==> src/rtl/spart_pkg.sv <==
// Shared constants and types for the SPART bus controller and baud generator.
package spart_pkg;

    localparam int unsigned DATA_W = 8;
    localparam int unsigned DIV_W  = 16;

    localparam logic [1:0] ADDR_DATA   = 2'b00;
    localparam logic [1:0] ADDR_STATUS = 2'b01;
    localparam logic [1:0] ADDR_DB_LO  = 2'b10;
    localparam logic [1:0] ADDR_DB_HI  = 2'b11;

    localparam int unsigned STAT_RDA = 0;
    localparam int unsigned STAT_TBR = 1;
    localparam int unsigned STAT_OVR = 2;

    typedef enum logic {
        DIS = 1'b0,
        RUN = 1'b1
    } baud_state_e;

endpackage

==> src/rtl/spart_baud_gen.sv <==
// Programmable divisor and down counter producing the 16x oversample enable pulse.
module spart_baud_gen
    import spart_pkg::*;
#(
    parameter logic [DIV_W-1:0] DEFAULT_DIV = 16'd0
) (
    input  logic              clk,
    input  logic              rst,
    input  logic              lo_we,
    input  logic              hi_we,
    input  logic [DATA_W-1:0] wdata,
    output logic [DATA_W-1:0] div_lo,
    output logic [DATA_W-1:0] div_hi,
    output logic              b_en
);

    localparam logic [DIV_W-1:0] RST_CNT =
        (DEFAULT_DIV == DIV_W'(0)) ? DIV_W'(0) : DEFAULT_DIV - DIV_W'(1);
    localparam baud_state_e RST_STATE = (DEFAULT_DIV == DIV_W'(0)) ? DIS : RUN;

    baud_state_e       state, state_nxt;
    logic [DIV_W-1:0]  cnt, cnt_nxt;
    logic [DIV_W-1:0]  div, div_nxt;
    logic [DATA_W-1:0] lo_shadow, lo_nxt;
    logic              b_en_nxt;

    always_ff @(posedge clk or negedge rst) begin
        if (!rst) begin
            state     <= RST_STATE;
            cnt       <= RST_CNT;
            div       <= DEFAULT_DIV;
            lo_shadow <= DATA_W'(0);
            b_en      <= 1'b0;
        end else begin
            state     <= state_nxt;
            cnt       <= cnt_nxt;
            div       <= div_nxt;
            lo_shadow <= lo_nxt;
            b_en      <= b_en_nxt;
        end
    end

    // A DB_HI commit overrides whatever the counter would have done this cycle.
    always_comb begin
        state_nxt = state;
        cnt_nxt   = cnt;
        div_nxt   = div;
        lo_nxt    = lo_shadow;
        b_en_nxt  = 1'b0;

        if (lo_we) begin
            lo_nxt = wdata;
        end

        if (hi_we) begin
            div_nxt = {wdata, lo_shadow};
            if (div_nxt != DIV_W'(0)) begin
                state_nxt = RUN;
                cnt_nxt   = div_nxt - DIV_W'(1);
            end else begin
                state_nxt = DIS;
                cnt_nxt   = DIV_W'(0);
            end
        end else begin
            case (state)
                DIS: cnt_nxt = cnt;
                RUN: begin
                    if (cnt == DIV_W'(0)) begin
                        cnt_nxt  = div - DIV_W'(1);
                        b_en_nxt = 1'b1;
                    end else begin
                        cnt_nxt = cnt - DIV_W'(1);
                    end
                end
                default: state_nxt = DIS;
            endcase
        end
    end

    assign div_lo = div[DATA_W-1:0];
    assign div_hi = div[DIV_W-1:DATA_W];

endmodule

==> src/rtl/spart_ctrl.sv <==
// SPART bus-side controller: register decode, RX holding, TX load and status.
// Optional overrun tracking is built when SPART_OVERRUN_EN is defined.
module spart_ctrl
    import spart_pkg::*;
#(
    parameter logic [DIV_W-1:0] DEFAULT_DIV = 16'd0
) (
    input  logic              clk,
    input  logic              rst,
    input  logic              i_iocs,
    input  logic              i_iorw,
    input  logic [1:0]        i_ioaddr,
    input  logic [DATA_W-1:0] i_wdata,
    output logic [DATA_W-1:0] o_rdata,
    output logic              o_b_en,
    input  logic              i_rda,
    input  logic [DATA_W-1:0] i_rx_data,
    output logic              o_rx_ack,
    input  logic              i_tbr,
    output logic              o_tx_load,
    output logic [DATA_W-1:0] o_tx_data
);

    logic              rd, wr;
    logic              rd_data, rd_status, wr_data;
    logic              rda_q, rda_rise;
    logic              rda_flag, ovr;
    logic [DATA_W-1:0] rx_hold;
    logic [DATA_W-1:0] div_lo, div_hi;
    logic [DATA_W-1:0] status;

    assign rd        = i_iocs & i_iorw;
    assign wr        = i_iocs & ~i_iorw;
    assign rd_data   = rd & (i_ioaddr == ADDR_DATA);
    assign rd_status = rd & (i_ioaddr == ADDR_STATUS);
    assign wr_data   = wr & (i_ioaddr == ADDR_DATA);
    assign rda_rise  = i_rda & ~rda_q;

    spart_baud_gen #(
        .DEFAULT_DIV (DEFAULT_DIV)
    ) u_baud (
        .clk    (clk),
        .rst    (rst),
        .lo_we  (wr & (i_ioaddr == ADDR_DB_LO)),
        .hi_we  (wr & (i_ioaddr == ADDR_DB_HI)),
        .wdata  (i_wdata),
        .div_lo (div_lo),
        .div_hi (div_hi),
        .b_en   (o_b_en)
    );

    // A new byte always wins over a same-cycle data read, keeping RDA set.
    always_ff @(posedge clk or negedge rst) begin
        if (!rst) begin
            rda_q     <= 1'b0;
            rx_hold   <= DATA_W'(0);
            rda_flag  <= 1'b0;
            o_rx_ack  <= 1'b0;
            o_tx_load <= 1'b0;
            o_tx_data <= DATA_W'(0);
        end else begin
            rda_q     <= i_rda;
            o_rx_ack  <= rda_rise;
            o_tx_load <= wr_data & i_tbr;
            if (rda_rise) begin
                rx_hold  <= i_rx_data;
                rda_flag <= 1'b1;
            end else if (rd_data) begin
                rda_flag <= 1'b0;
            end
            if (wr_data && i_tbr) begin
                o_tx_data <= i_wdata;
            end
        end
    end

`ifdef SPART_OVERRUN_EN
    // Overrun only when the previous byte was still unread after this cycle.
    always_ff @(posedge clk or negedge rst) begin
        if (!rst) begin
            ovr <= 1'b0;
        end else if (rda_rise && rda_flag && !rd_data) begin
            ovr <= 1'b1;
        end else if (rd_status) begin
            ovr <= 1'b0;
        end
    end
`else
    assign ovr = 1'b0;
`endif

    always_comb begin
        status           = DATA_W'(0);
        status[STAT_RDA] = rda_flag;
        status[STAT_TBR] = i_tbr;
        status[STAT_OVR] = ovr;
    end

    always_comb begin
        o_rdata = DATA_W'(0);
        if (rd) begin
            case (i_ioaddr)
                ADDR_DATA:   o_rdata = rx_hold;
                ADDR_STATUS: o_rdata = status;
                ADDR_DB_LO:  o_rdata = div_lo;
                ADDR_DB_HI:  o_rdata = div_hi;
                default:     o_rdata = DATA_W'(0);
            endcase
        end
    end

endmodule

==> config.mk <==
export PLATFORM = sky130hd
export DESIGN_NAME = spart_ctrl
export DESIGN_NICKNAME = d
export VERILOG_FILES = /design/src/rtl/spart_pkg.sv /design/src/rtl/spart_baud_gen.sv /design/src/rtl/spart_ctrl.sv
export SDC_FILE = /design/constraint.sdc
export NUM_CORES = 1
export LEC_CHECK = 0
export ABC_AREA = 1
export CAP_MARGIN = 25
export CELL_PAD_IN_SITES_DETAIL_PLACEMENT = 1
export CELL_PAD_IN_SITES_GLOBAL_PLACEMENT = 1
export CORE_UTILIZATION = 44
export CTS_CLUSTER_SIZE = 14
export DETAILED_ROUTE_END_ITERATION = 7
export PLACE_DENSITY = 0.92
export SLEW_MARGIN = 5
export SYNTH_ARGS = -nofsm -noshare
export SYNTH_HDL_FRONTEND = slang
export SYNTH_HIERARCHICAL = 1
export SYNTH_SLANG_ARGS = --single-unit
==> constraint.sdc <==
create_clock -name clk -period 3.4 [get_ports clk]
set_input_delay 0.68 -clock clk [delete_from_list [all_inputs] [get_ports clk]]
set_output_delay 0.68 -clock clk [all_outputs]
set_load 0.01 [all_outputs]
==> metrics, run 1 <==
syn_area_per_cell=7.19 sq um; Psw=1.13 mW; Final Max Slew Viols=0; number of fillers in the final layout=1,087; slew at the pin closest to its max-slew limit=1.10 ns; Port Buffers=42; worst r2r src=u_baud/cnt[4]$_DFFE_PN0P_; Initial DRC Count=180; xor/xnor share of the synthesized area=0.0323; slew margin rel.=0.262; Synth Area in Simple Gates=0.368; CTS buffer count=9; R2R setup slack=0.75 ns; Final Hold Fails=0; peak supply drop=0.255 mV; final WL=12,800 um; Multi-input gate area=1900 sq um; Mapped Area=3800 sq um; Power Total=2.74 mW; GR Util met3=0.0628; vias per inst=5.65; routability cong.=0.833; root buffer cell=clkbuf_8; library cells used by synthesis=32; WP data arrival=3.40 ns; Finished Cell Area=4510 sq um; initial antenna violation count=0; Final setup viols=0; met1 Use GR=0.358; Synth area leaders=dfrtp_1, nand2_1, nand3_1; clock sinks=62; residual DRC count=0; Top Usage Layer GRT=met2; Syn Nets=554; dominant synthesized flop cell=dfrtp_1; Yosys top cell by area=dfrtp_1; clock skew=0.00955 ns; FF+latch count, synth=62; Worst-path clk slew=0.08 ns; commonest non-fill, non-tap cell in the layout=nand2_1; setup bufs post-CTS=0; share of cells above drive strength 1=0.114; Tcrit/Tclk final=0.919; Skew-Pair Late Insertion Delay=0.36 ns; CP Launch Type=input port; reg-to-reg endpoint=u_baud/cnt[8]$_DFFE_PN0P_; Detailed Place HPWL=9190 um; pwr/cell area=607 nW/um^2; clk buf depth=2; synth warn=6; num ports=43; die height=94.9 um; non-filler cells, final=684; nets@finish=600; Hold Buf Count CTS=0; switching part of the total=0.411; Crit Path Max Fanout=18; Via Count=3,867; DIE WIDTH=94.9 um; Antenna Nets Post-Route=0; TritonCTS clock tree=yes; FF-to-FF path depth=13; Leak Pwr=2.20 nW; post-synthesis mux area share=0; Synth async-reset ratio=1.00; GR Overflow Total=0; Synth Area in Adders=0.00659; number of synthesized flops with an enable pin=0; n_diodes=0; most frequent cells in the layout=nand2_1, dfrtp_1, nor2_1; part of the Yosys area used for sequential elements=0.409; area growth from synthesis to layout=18.7%; max-cap viol count=0; area share of the leading cell type in the synthesized netlist=0.409; Clock Power Share=0.244; met2 usage in global routing=0.547; critical path required time=3.67 ns; placed cells=668; Placeable Area=8300 sq um; synthesized instance count=528; Crit Path Class=input port to flop; sequential fraction of design power=0.400; register area=1550 sq um; DP Area=4310 sq um; Internal=1.61 mW; largest net degree at the start of global routing=52; outcome=completed; Die ar.=9010 sq um; Initial Util=0.458; wire per inst=18.7 um; number of global-route vias before repair=4,159; crit path capture type=flop; HP Class=input port to async pin; total iterations of the first detailed-routing run=4; Synth Area in Compound Gates=0.0942; total number of H-tree levels=3; first-pass GRT wire length=20,900 um; RSZ-0062 raised after global routing=false; crit path time final=3.12 ns; hold slack=0.193 ns; Gate power share=0.357; Rows=33; f_max=0.320 GHz; overall global routing resource usage=0.310; largest family of logic cells by synthesized area=simple AND/OR/NAND/NOR gates; setup_tns=0 ns
==> how the worst max path moves through the flow <==
stage,from,to,slack [ns],depth (start not counted)
3_3_place_gp,i_iorw,u_baud/cnt[3]$_DFFE_PN0P_,0.13,9
6_report,i_iorw,u_baud/cnt[3]$_DFFE_PN0P_,0.28,9
2_1_floorplan,i_iocs,u_baud/cnt[15]$_DFFE_PN0P_,1.18,13
4_1_cts,i_iorw,u_baud/cnt[3]$_DFFE_PN0P_,0.27,9
3_5_place_dp,i_iorw,u_baud/cnt[3]$_DFFE_PN0P_,-0.06,9
5_1_grt,i_iorw,u_baud/cnt[3]$_DFFE_PN0P_,0.08,9
==> stage by stage <==
| stage | utilization | setup WS [ns] |
|---|---|---|
| final | 0.543 | 0.277 |
| after global routing | 0.543 | 0.0805 |
| after CTS | 0.543 | 0.268 |
| after detailed placement | 0.519 | -0.0644 |
| after global placement | 0.519 | 0.132 |
| after floorplan | - | 1.18 |
==> power by group through the flow <==
stage               combinational, mW  sequential [mW]  clock [mW]
global placement                0.890             1.08           0
global route                     1.09             1.11       0.700
floorplan                       0.642             1.05           0
detailed placement              0.946             1.10           0
finish                          0.976             1.09       0.667
CTS                             0.971             1.09       0.675
==> synthesized netlist by cell type, types with 3 or more instances <==
cell	n
a21oi_1	22
inv_2	3
a22oi_1	3
clkbuf_1	7
xor2_1	10
nor3_1	7
nor2_4	4
o21ai_0	33
nand2_1	149
nor2_1	58
buf_6	4
nand3_1	49
nor2_2	6
nand2_2	11
inv_1	54
nand4_1	12
buf_2	5
nand3_2	8
dfrtp_1	62
xnor2_1	4
==> registers in the layout (all words and copies together), names as in the netlist <==
| signal | cells |
|---|---|
| rx_hold | 8 |
| o_tx_data | 8 |
| u_baud/lo_shadow | 8 |
| rda_q | 1 |
| o_tx_load | 1 |
| u_baud/state | 1 |
| rda_flag | 1 |
| u_baud/b_en | 1 |
| u_baud/div | 16 |
| u_baud/cnt | 16 |
| o_rx_ack | 1 |
==> metal layers <==
| layer | up-vias | part of all wire |
|---|---|---|
| li1 | 1774 | - |
| met3 | 39 | 0.052 |
| met5 | - | 0 |
| met1 | 1926 | 0.40 |
| met2 | 128 | 0.52 |
| met4 | 0 | 0.033 |
==> layout make-up <==
type | count | share of cell area
Clock buffer | 9 | 0.0275
Inverter | 61 | 0.0522
Clock inverter | 7 | 0.0164
Multi-Input combinational cell | 388 | 0.422
Tap cell | 105 | 0.0291
Sequential cell | 62 | 0.344
Timing Repair Buffer | 52 | 0.109
==> worst max-delay path, stage by stage <==
cell and delay, ns:
clkdlybuf4s50_1 0.54, nor2_4 0.06, inv_1 0.07, nor3_1 0.07
nor2_1 0.85, clkinvlp_4 0.67, o21ai_0 0.24, inv_1 0.07
a22oi_1 0.15
==> cell families after synthesis <==
group / after synthesis
and+or+nand+nor: 307
DFF: 62
xor gates and xnor gates: 14
adders and majority gates: 2
AOI/OAI and AO/OA: 65
buffers and inverters: 78
==> what timing repair did <==
action | CTS | global route
hold endpoints to repair | 0 | 0
setup endpoints to repair | 0 | 1
gates resized for setup | 0 | 1
(Power assumes the default switching activity.)
==> run 2: changes to the inputs <==
- CORE_MARGIN: unset -> 5
- GPL_ROUTABILITY_DRIVEN: unset -> 0
- SKIP_CTS_REPAIR_TIMING: unset -> 1
==> run 2 against run 1 <==
Effect of this change:
- core utilization up 0.59 points
- combinational power grew 1%
- non-clock buffer count up 3
- largest power group unchanged
- sequential share of layout area fell by 0.37 points
- via count up 1.5%
- critical path depth decreased by 1
- first-iteration DRC count rose by 31%
- critical path type is now input port to output port
- highest routed layer unchanged
- maximum frequency grew 0.53%
- sequential power barely moved
- sequential cell count did not move
- die area increased by 18%
- total power grew 4.9%
==> metrics, run 2 (synthesis results as in run 1) <==
critical path required time=2.72 ns; setup_tns=0 ns; Crit Path Class=input port to output port; Final Max Slew Viols=0; Initial DRC Count=236; nets@finish=603; pwr/cell area=630 nW/um^2; Port Buffers=42; Die ar.=10,600 sq um; slew margin rel.=0.450; Leak Pwr=2.23 nW; num ports=43; peak supply drop=0.450 mV; Max stage delay on crit path=0.53 ns; root buffer cell=clkbuf_8; Initial Util=0.458; share of cells above drive strength 1=0.117; Detailed Place HPWL=9070 um; crit path time final=3.11 ns; vias per inst=5.71; Final setup viols=0; CP Launch Type=input port; total number of H-tree levels=3; Finished Cell Area=4560 sq um; crit-path cells=clkdlybuf4s50_1 -> buf_4 -> nor2_4 -> nand2_1 -> nand3_1 -> nand2_1 -> inv_1 -> clkdlybuf4s50_1; final WL=13,600 um; CTS buffer count=9; clock sinks=62; most frequent cells in the layout=nand2_1, dfrtp_1, nor2_1; Placeable Area=8300 sq um; residual DRC count=0; Via Count=3,926; overall global routing resource usage=0.282; crit path capture type=output port; die height=103 um; placed cells=670; Crit Path Max Fanout=17; n_diodes=0; wire per inst=19.8 um; WP data arrival=2.43 ns; Multi-input gate area=1900 sq um; HP Class=input port to async pin; outcome=completed; Skew-Pair Late Insertion Delay=0.36 ns; GR Overflow Total=0; R2R setup slack=0.84 ns; commonest non-fill, non-tap cell in the layout=nand2_1; DP Area=4320 sq um; RSZ-0062 raised after global routing=false; Worst-path clk slew=0.09 ns; Antenna Nets Post-Route=0; Tcrit/Tclk final=0.914; max-cap viol count=0; slew at the pin closest to its max-slew limit=0.825 ns; initial antenna violation count=0; area growth from synthesis to layout=20.0%; DIE WIDTH=103 um; non-filler cells, final=687; Top Registers=u_baud/cnt x16, u_baud/div x16; number of fillers in the final layout=1,064; first-pass GRT wire length=22,700 um; Slowest-stage cell, CP=clkdlybuf4s50_1; Rows=33; number of global-route vias before repair=4,301; Crit path max-delay family=buffers and inverters; TritonCTS clock tree=yes; Final Hold Fails=0; final core occ=0.549; Setup WS pre-CTS=-0.0839 ns; clock skew=0.0120 ns; register area=1550 sq um; clk buf depth=2; CP Buf/Inv Count=4; largest net degree at the start of global routing=36; total iterations of the first detailed-routing run=4; f_max=0.322 GHz; Final WS setup=0.293 ns
## run 2: cell types whose count changed in the layout (fill, tap and decap cells not counted), sizes merged
| cell | before | now |
|---|---|---|
| buf | 11 | 14 |
| bufinv | 1 | 2 |
| inv | 58 | 61 |
| clkinvlp | 2 | 0 |
| clkinv | 7 | 5 |
## run 2: final timing paths
path / from / endpoint / depth (start not counted)
max in group asynchronous: rst / u_baud/cnt[10]$_DFFE_PN0P_ / 2
min in group clk: o_tx_data[3]$_DFFE_PN0P_ / o_tx_data[3]$_DFFE_PN0P_ / 2
worst max register to register: u_baud/cnt[6]$_DFFE_PN0P_ / u_baud/cnt[10]$_DFFE_PN0P_ / 16
worst max-delay path: i_ioaddr[1] / o_rdata[3] / 8
worst min-delay path: rst / o_tx_data[4]$_DFFE_PN0P_ / 1
worst min register to register: o_tx_data[3]$_DFFE_PN0P_ / o_tx_data[3]$_DFFE_PN0P_ / 2
## run 2: area by class of cell
type                       instances  area share
clock buffer                       9      0.0272
inverter                          61      0.0508
tap                              105      0.0288
multi-input combinational        388       0.418
sequential                        62       0.340
clock inverter                     7      0.0228
timing repair buffer              55       0.113
## run 2: layer usage
| metal | GRT usage | vias up | part of all wire |
|---|---|---|---|
| met5 | 0 | - | 0 |
| met4 | 0.107 | 0 | 0.031 |
| met3 | 0.0487 | 38 | 0.051 |
| met2 | 0.504 | 157 | 0.53 |
| met1 | 0.337 | 1940 | 0.39 |
| li1 | - | 1791 | - |
## run 2: worst reg2reg max path, cell delays in order, from the launching register on
cell and delay, ns:
dfrtp_1 0.41, nor2_1 0.17, nand2_2 0.12, nor2_8 0.31
nand2_2 0.18, o21ai_4 0.24, inv_2 0.08, ha_1 0.20
nand3_1 0.13, nor2_2 0.08, inv_1 0.10, nor2_1 0.08
nand2_1 0.06, nand2_1 0.04, nand2_1 0.09, nand2_1 0.06
a21oi_1 0.13
## run 2: stage by stage
stage                     power [mW]  hold WS (ns)
after floorplan                 1.69         0.384
after CTS                       2.86         0.419
after detailed placement        2.04         0.465
after global placement          1.97         0.457
after global routing            3.05         0.470
final                           2.87         0.410
## run 2: power by group
part,leakage [nW],switching [mW],total [mW],internal (mW)
sequential,0.743,0.167,1.09,0.926
combinational,1.37,0.642,0.990,0.348
clock,0.115,0.362,0.786,0.425
total,2.23,1.17,2.87,1.70
==> run 3: changes to the inputs <==
- CAP_MARGIN: 25 -> unset
- SETUP_SLACK_MARGIN: unset -> 0.15
==> run 3 against run 2 <==
Effect of this change:
- first-iteration DRC count increased by 1.7%
- clock-buffer cell count stayed put
- clock skew about the same
- die area is the same
- via count did not move
- final area is essentially flat
- critical path type unchanged
- largest power group unchanged
- highest routed layer unchanged
==> metrics, run 3 (synthesis results as in run 1) <==
Max stage delay on crit path=0.53 ns; placed cells=670; Die ar.=10,600 sq um; root buffer cell=clkbuf_8; most frequent cells in the layout=nand2_1, dfrtp_1, nor2_1; CP Buf/Inv Count=4; max-cap viol count=0; area growth from synthesis to layout=20.0%; clock skew=0.0124 ns; sequential fraction of design power=0.381; number of global-route vias before repair=4,301; crit path capture type=output port; Final Max Slew Viols=0; Leak Pwr=2.22 nW; met1 Use GR=0.337; Finished Cell Area=4560 sq um; commonest non-fill, non-tap cell in the layout=nand2_1; hold slack=0.413 ns; largest net degree at the start of global routing=36; final WL=13,600 um; Detailed Place HPWL=9070 um; DP Area=4320 sq um; Crit path max-delay family=buffers and inverters; HP Class=input port to async pin; initial antenna violation count=0; nets@finish=602; Top Usage Layer GRT=met2; overall global routing resource usage=0.282; Final Hold Fails=0; crit path time final=3.11 ns; WP data arrival=2.43 ns; Crit Path Class=input port to output port; total iterations of the first detailed-routing run=5; residual DRC count=0; setup_tns=0 ns; vias per inst=5.72; total number of H-tree levels=3; Clock Power Share=0.274; TritonCTS clock tree=yes; Tcrit/Tclk final=0.914; Rows=33; Placeable Area=8300 sq um; GR Overflow Total=0; clk buf depth=2; switching part of the total=0.408; share of cells above drive strength 1=0.119; Gate power share=0.345; slew margin rel.=0.442; first-pass GRT wire length=22,700 um; clock sinks=62; wire per inst=19.8 um; pwr/cell area=629 nW/um^2; CTS buffer count=9; RSZ-0062 raised after global routing=false; die height=103 um; Initial Util=0.458; Power Total=2.87 mW; Crit Path Max Fanout=17; GR Util met3=0.0487; critical path required time=2.72 ns; slew at the pin closest to its max-slew limit=0.836 ns; met2 usage in global routing=0.504; Port Buffers=42; Worst-path clk slew=0.09 ns; Via Count=3,926; f_max=0.322 GHz; Antenna Nets Post-Route=0; Psw=1.17 mW; Skew-Pair Late Insertion Delay=0.36 ns; Slowest-stage cell, CP=clkdlybuf4s50_1; Internal=1.70 mW; num ports=43; peak supply drop=0.449 mV; Top Registers=u_baud/cnt x16, u_baud/div x16; Initial DRC Count=240; non-filler cells, final=686; n_diodes=0; CP Launch Type=input port; crit-path cells=clkdlybuf4s50_1 -> buf_4 -> nor2_4 -> nand2_1 -> nand3_1 -> nand2_1 -> inv_1 -> clkdlybuf4s50_1; DIE WIDTH=103 um; Final setup viols=0; outcome=completed
-- run 3: cell count changes in the layout (fill, tap and decap cells not counted), sizes merged --
| cell | before | now |
|---|---|---|
| clkinv | 5 | 4 |
| clkinvlp | 0 | 1 |
| buf | 14 | 13 |
-- run 3: worst register-to-register path, stage by stage, from the launching register on --
cell	delay, ns
dfrtp_1	0.41
nor2_1	0.17
nand2_2	0.12
nor2_8	0.31
nand2_2	0.19
o21ai_4	0.24
inv_2	0.08
ha_1	0.20
nand3_1	0.13
nor2_2	0.09
inv_1	0.11
nor2_1	0.08
nand2_1	0.06
nand2_1	0.04
nand2_1	0.09
nand2_1	0.06
a21oi_1	0.13
-- run 3: final timing paths --
path	startpoint	end	slack (ns)	cells past startpoint
worst max-delay path	i_ioaddr[1]	o_rdata[3]	0.29	8
worst min-delay path	rst	o_tx_data[4]$_DFFE_PN0P_	0.41	1
worst max register to register	u_baud/cnt[6]$_DFFE_PN0P_	u_baud/cnt[10]$_DFFE_PN0P_	0.83	16
worst min register to register	o_tx_data[3]$_DFFE_PN0P_	o_tx_data[3]$_DFFE_PN0P_	0.48	2
max in group asynchronous	rst	u_baud/cnt[10]$_DFFE_PN0P_	2.19	2
min in group clk	o_tx_data[3]$_DFFE_PN0P_	o_tx_data[3]$_DFFE_PN0P_	0.48	2
-- run 3: layout make-up --
type	instances	area [sq um]
Inverter	61	235
Fill cell	1063	3740
Timing Repair Buffer	54	505
Multi-Input combinational cell	388	1910
Clock inverter	7	104
Clock buffer	9	124
Sequential cell	62	1550
Tap cell	105	131
-- run 3: routing by layer --
layer  part of all wire  up-vias  wire length [um]
li1                   -     1787                 -
met1               0.40     1954              5430
met2               0.52      147              7110
met3              0.050       38               676
met4              0.029        0               400
met5                  0        -                 0
-- run 3: per-stage QoR --
step | setup WS, ns | util
6_report | 0.292 | 0.549
3_5_place_dp | -0.0839 | 0.521
2_1_floorplan | 1.18 | -
3_3_place_gp | 0.116 | 0.521
5_1_grt | 0.234 | 0.549
4_1_cts | 0.192 | 0.548
-- run 3: power groups by stage --
stage / clock network, mW / registers [mW] / logic (mW)
final: 0.786 / 1.09 / 0.987
after global routing: 0.827 / 1.12 / 1.10
after CTS: 0.793 / 1.09 / 0.980
after detailed placement: 0 / 1.10 / 0.944
after global placement: 0 / 1.08 / 0.894
after floorplan: 0 / 1.05 / 0.642
==> RTL change (settings of run 1) <==
Build with the macro `SPART_OVERRUN_EN` defined.
--- a/src/rtl/spart_ctrl.sv
+++ b/src/rtl/spart_ctrl.sv
@@ -2,2 +2,4 @@
 // Optional overrun tracking is built when SPART_OVERRUN_EN is defined.
+`define SPART_OVERRUN_EN
+
 module spart_ctrl
Formal check against the unedited RTL: not equivalent (a bounded check fails within 4 cycles, from zero or initial values and one cycle with rst low).
==> RTL change against run 1 <==
Total power is 2.3% higher. First-iteration DRC count is 86% higher. Area after synthesis is 1.8% higher. Clock skew is 0.0018 ns lower. Clock power hardly changed. Sequential cell count is 1 higher. Setup slack worse by 0.033 ns. Routed wire length is 7.1% higher. Cell area is 1.2% higher. Critical endpoint is now o_rdata[3]. Highest routed layer unchanged.
==> RTL change: results (changes against run 1) <==
| Metric | Value |
|---|---|
| Status | finished clean |
| Hold_ws | 0.473 ns (+0.280 ns) |
| Clock net power | 0.669 mW (about the same) |
| Arrival time of the worst setup path | 2.48 ns (-0.92 ns) |
| Register share of total power | 0.397 (-0.003) |
| Layout fillers | 1081 (-0.55%) |
| PnR Total Power | 2.80 mW (+2.3%) |
| Total Nets Final | 609 (+1.5%) |
| Slowest stage cell, crit path | clkdlybuf4s50_1 |
| Slowest stage delay, CP | 0.56 ns (-0.29 ns) |
| Adder-cell share of the synthesized area | 0.00647 (-0.000119) |
| First-pass GRT wire length | 21800 um (+4.7%) |
| Post-CTS Setup Bufs | 0 (unchanged) |
| VDD IR max | 0.322 mV (+26%) |
| Synthesized flop and latch total | 63 (+1.6%) |
| ClkCell Share | 0.0431 (-0.000779) |
| CP Max Fanout | 17 (-1) |
| R2r setup slk | 0.83 ns (+0.08 ns) |
| Initial antenna violation count | 0 (unchanged) |
| Synth Area in XOR/XNOR | 0.0317 (-0.000585) |
| Layout cells sized above 1 | 0.105 (-0.00855) |
| R2R Path Start | u_baud/cnt[7] |
| Pin count of the biggest net entering global routing | 64 (+23%) |
| Post-Place Cell Area | 4360 um^2 (+1.2%) |
| Vias in the first global route | 4240 (+1.9%) |
| Pwr dens | 614 nW/um^2 (+1.1%) |
| Clk_skew | 0.00779 ns (-0.00177 ns) |
| Worst-Margin Slew | 0.836 ns (-0.266 ns) |
| DRT Wirelength | 13700 um (+7.1%) |
| Signal buf overhead | 0.109 (+0.000393) |
| Via count | 4027 (+4.1%) |
| Mux share of post-synthesis cell area | 0 (unchanged) |
| Leak | 2.21 nW (+0.62%) |
| HPWL after detailed placement | 9370 um (+2.0%) |
| P_int | 1.63 mW (+0.93%) |
| Starting DRT DRC Count | 334 (+86%) |
| Worst hold-check path type | flop to flop |
| Buffers excl. clock | 53 (+1.9%) |
| Area contributors post-synth | dfrtp_1, nand2_1, nand3_1 |
| Multi-input gate area | 1930 um^2 (+1.2%) |
| DRT Pass-1 Iters | 5 (+1) |
| Finished Layout Cells | 693 (+1.3%) |
| Multi-input gates | 395 (+1.8%) |
| CP delay by family, top | buffers and inverters |
| All-Layer GR Usage | 0.323 (+0.0132) |
| Netlist Area Pre-Place | 3870 um^2 (+1.8%) |
| Most instantiated cells after synthesis | nand2_1, dfrtp_1, nor2_1 |
| Sequential fraction of the synthesis area | 0.408 (-0.000932) |
| Gpl congestion | 0.871 (+4.6%) |
| Compound-Gate Fraction of Synth Area | 0.0964 (+0.00217) |
| Register area | 1580 um^2 (+1.6%) |
| Placed Instances | 677 (+1.3%) |
RTL change: logic make-up after synthesis:
group,Yosys count
and+or+nand+nor,311
buffers and inverters,79
AOI/OAI and AO/OA,68
DFF,63
xor gates and xnor gates,14
adders and majority gates,2
RTL change: worst max-delay path by stage:
| stage | startpoint | end | slack [ns] | depth (start not counted) |
|---|---|---|---|---|
| 2_1_floorplan | i_ioaddr[1] | u_baud/cnt[15] | 1.17 | 12 |
| 3_3_place_gp | i_iorw | u_baud/cnt[3] | 0.19 | 9 |
| 3_5_place_dp | i_ioaddr[1] | u_baud/cnt[3] | 0.06 | 8 |
| 4_1_cts | i_ioaddr[1] | o_rdata[3] | 0.24 | 8 |
| 5_1_grt | i_ioaddr[1] | o_rdata[3] | 0.15 | 8 |
| 6_report | i_ioaddr[1] | o_rdata[3] | 0.24 | 8 |
RTL change: layer usage:
layer  routed length (um)  track usage
met2                 7040        0.558
met1                 5390        0.379
met5                    0            0
met4                  527        0.187
met3                  765       0.0521
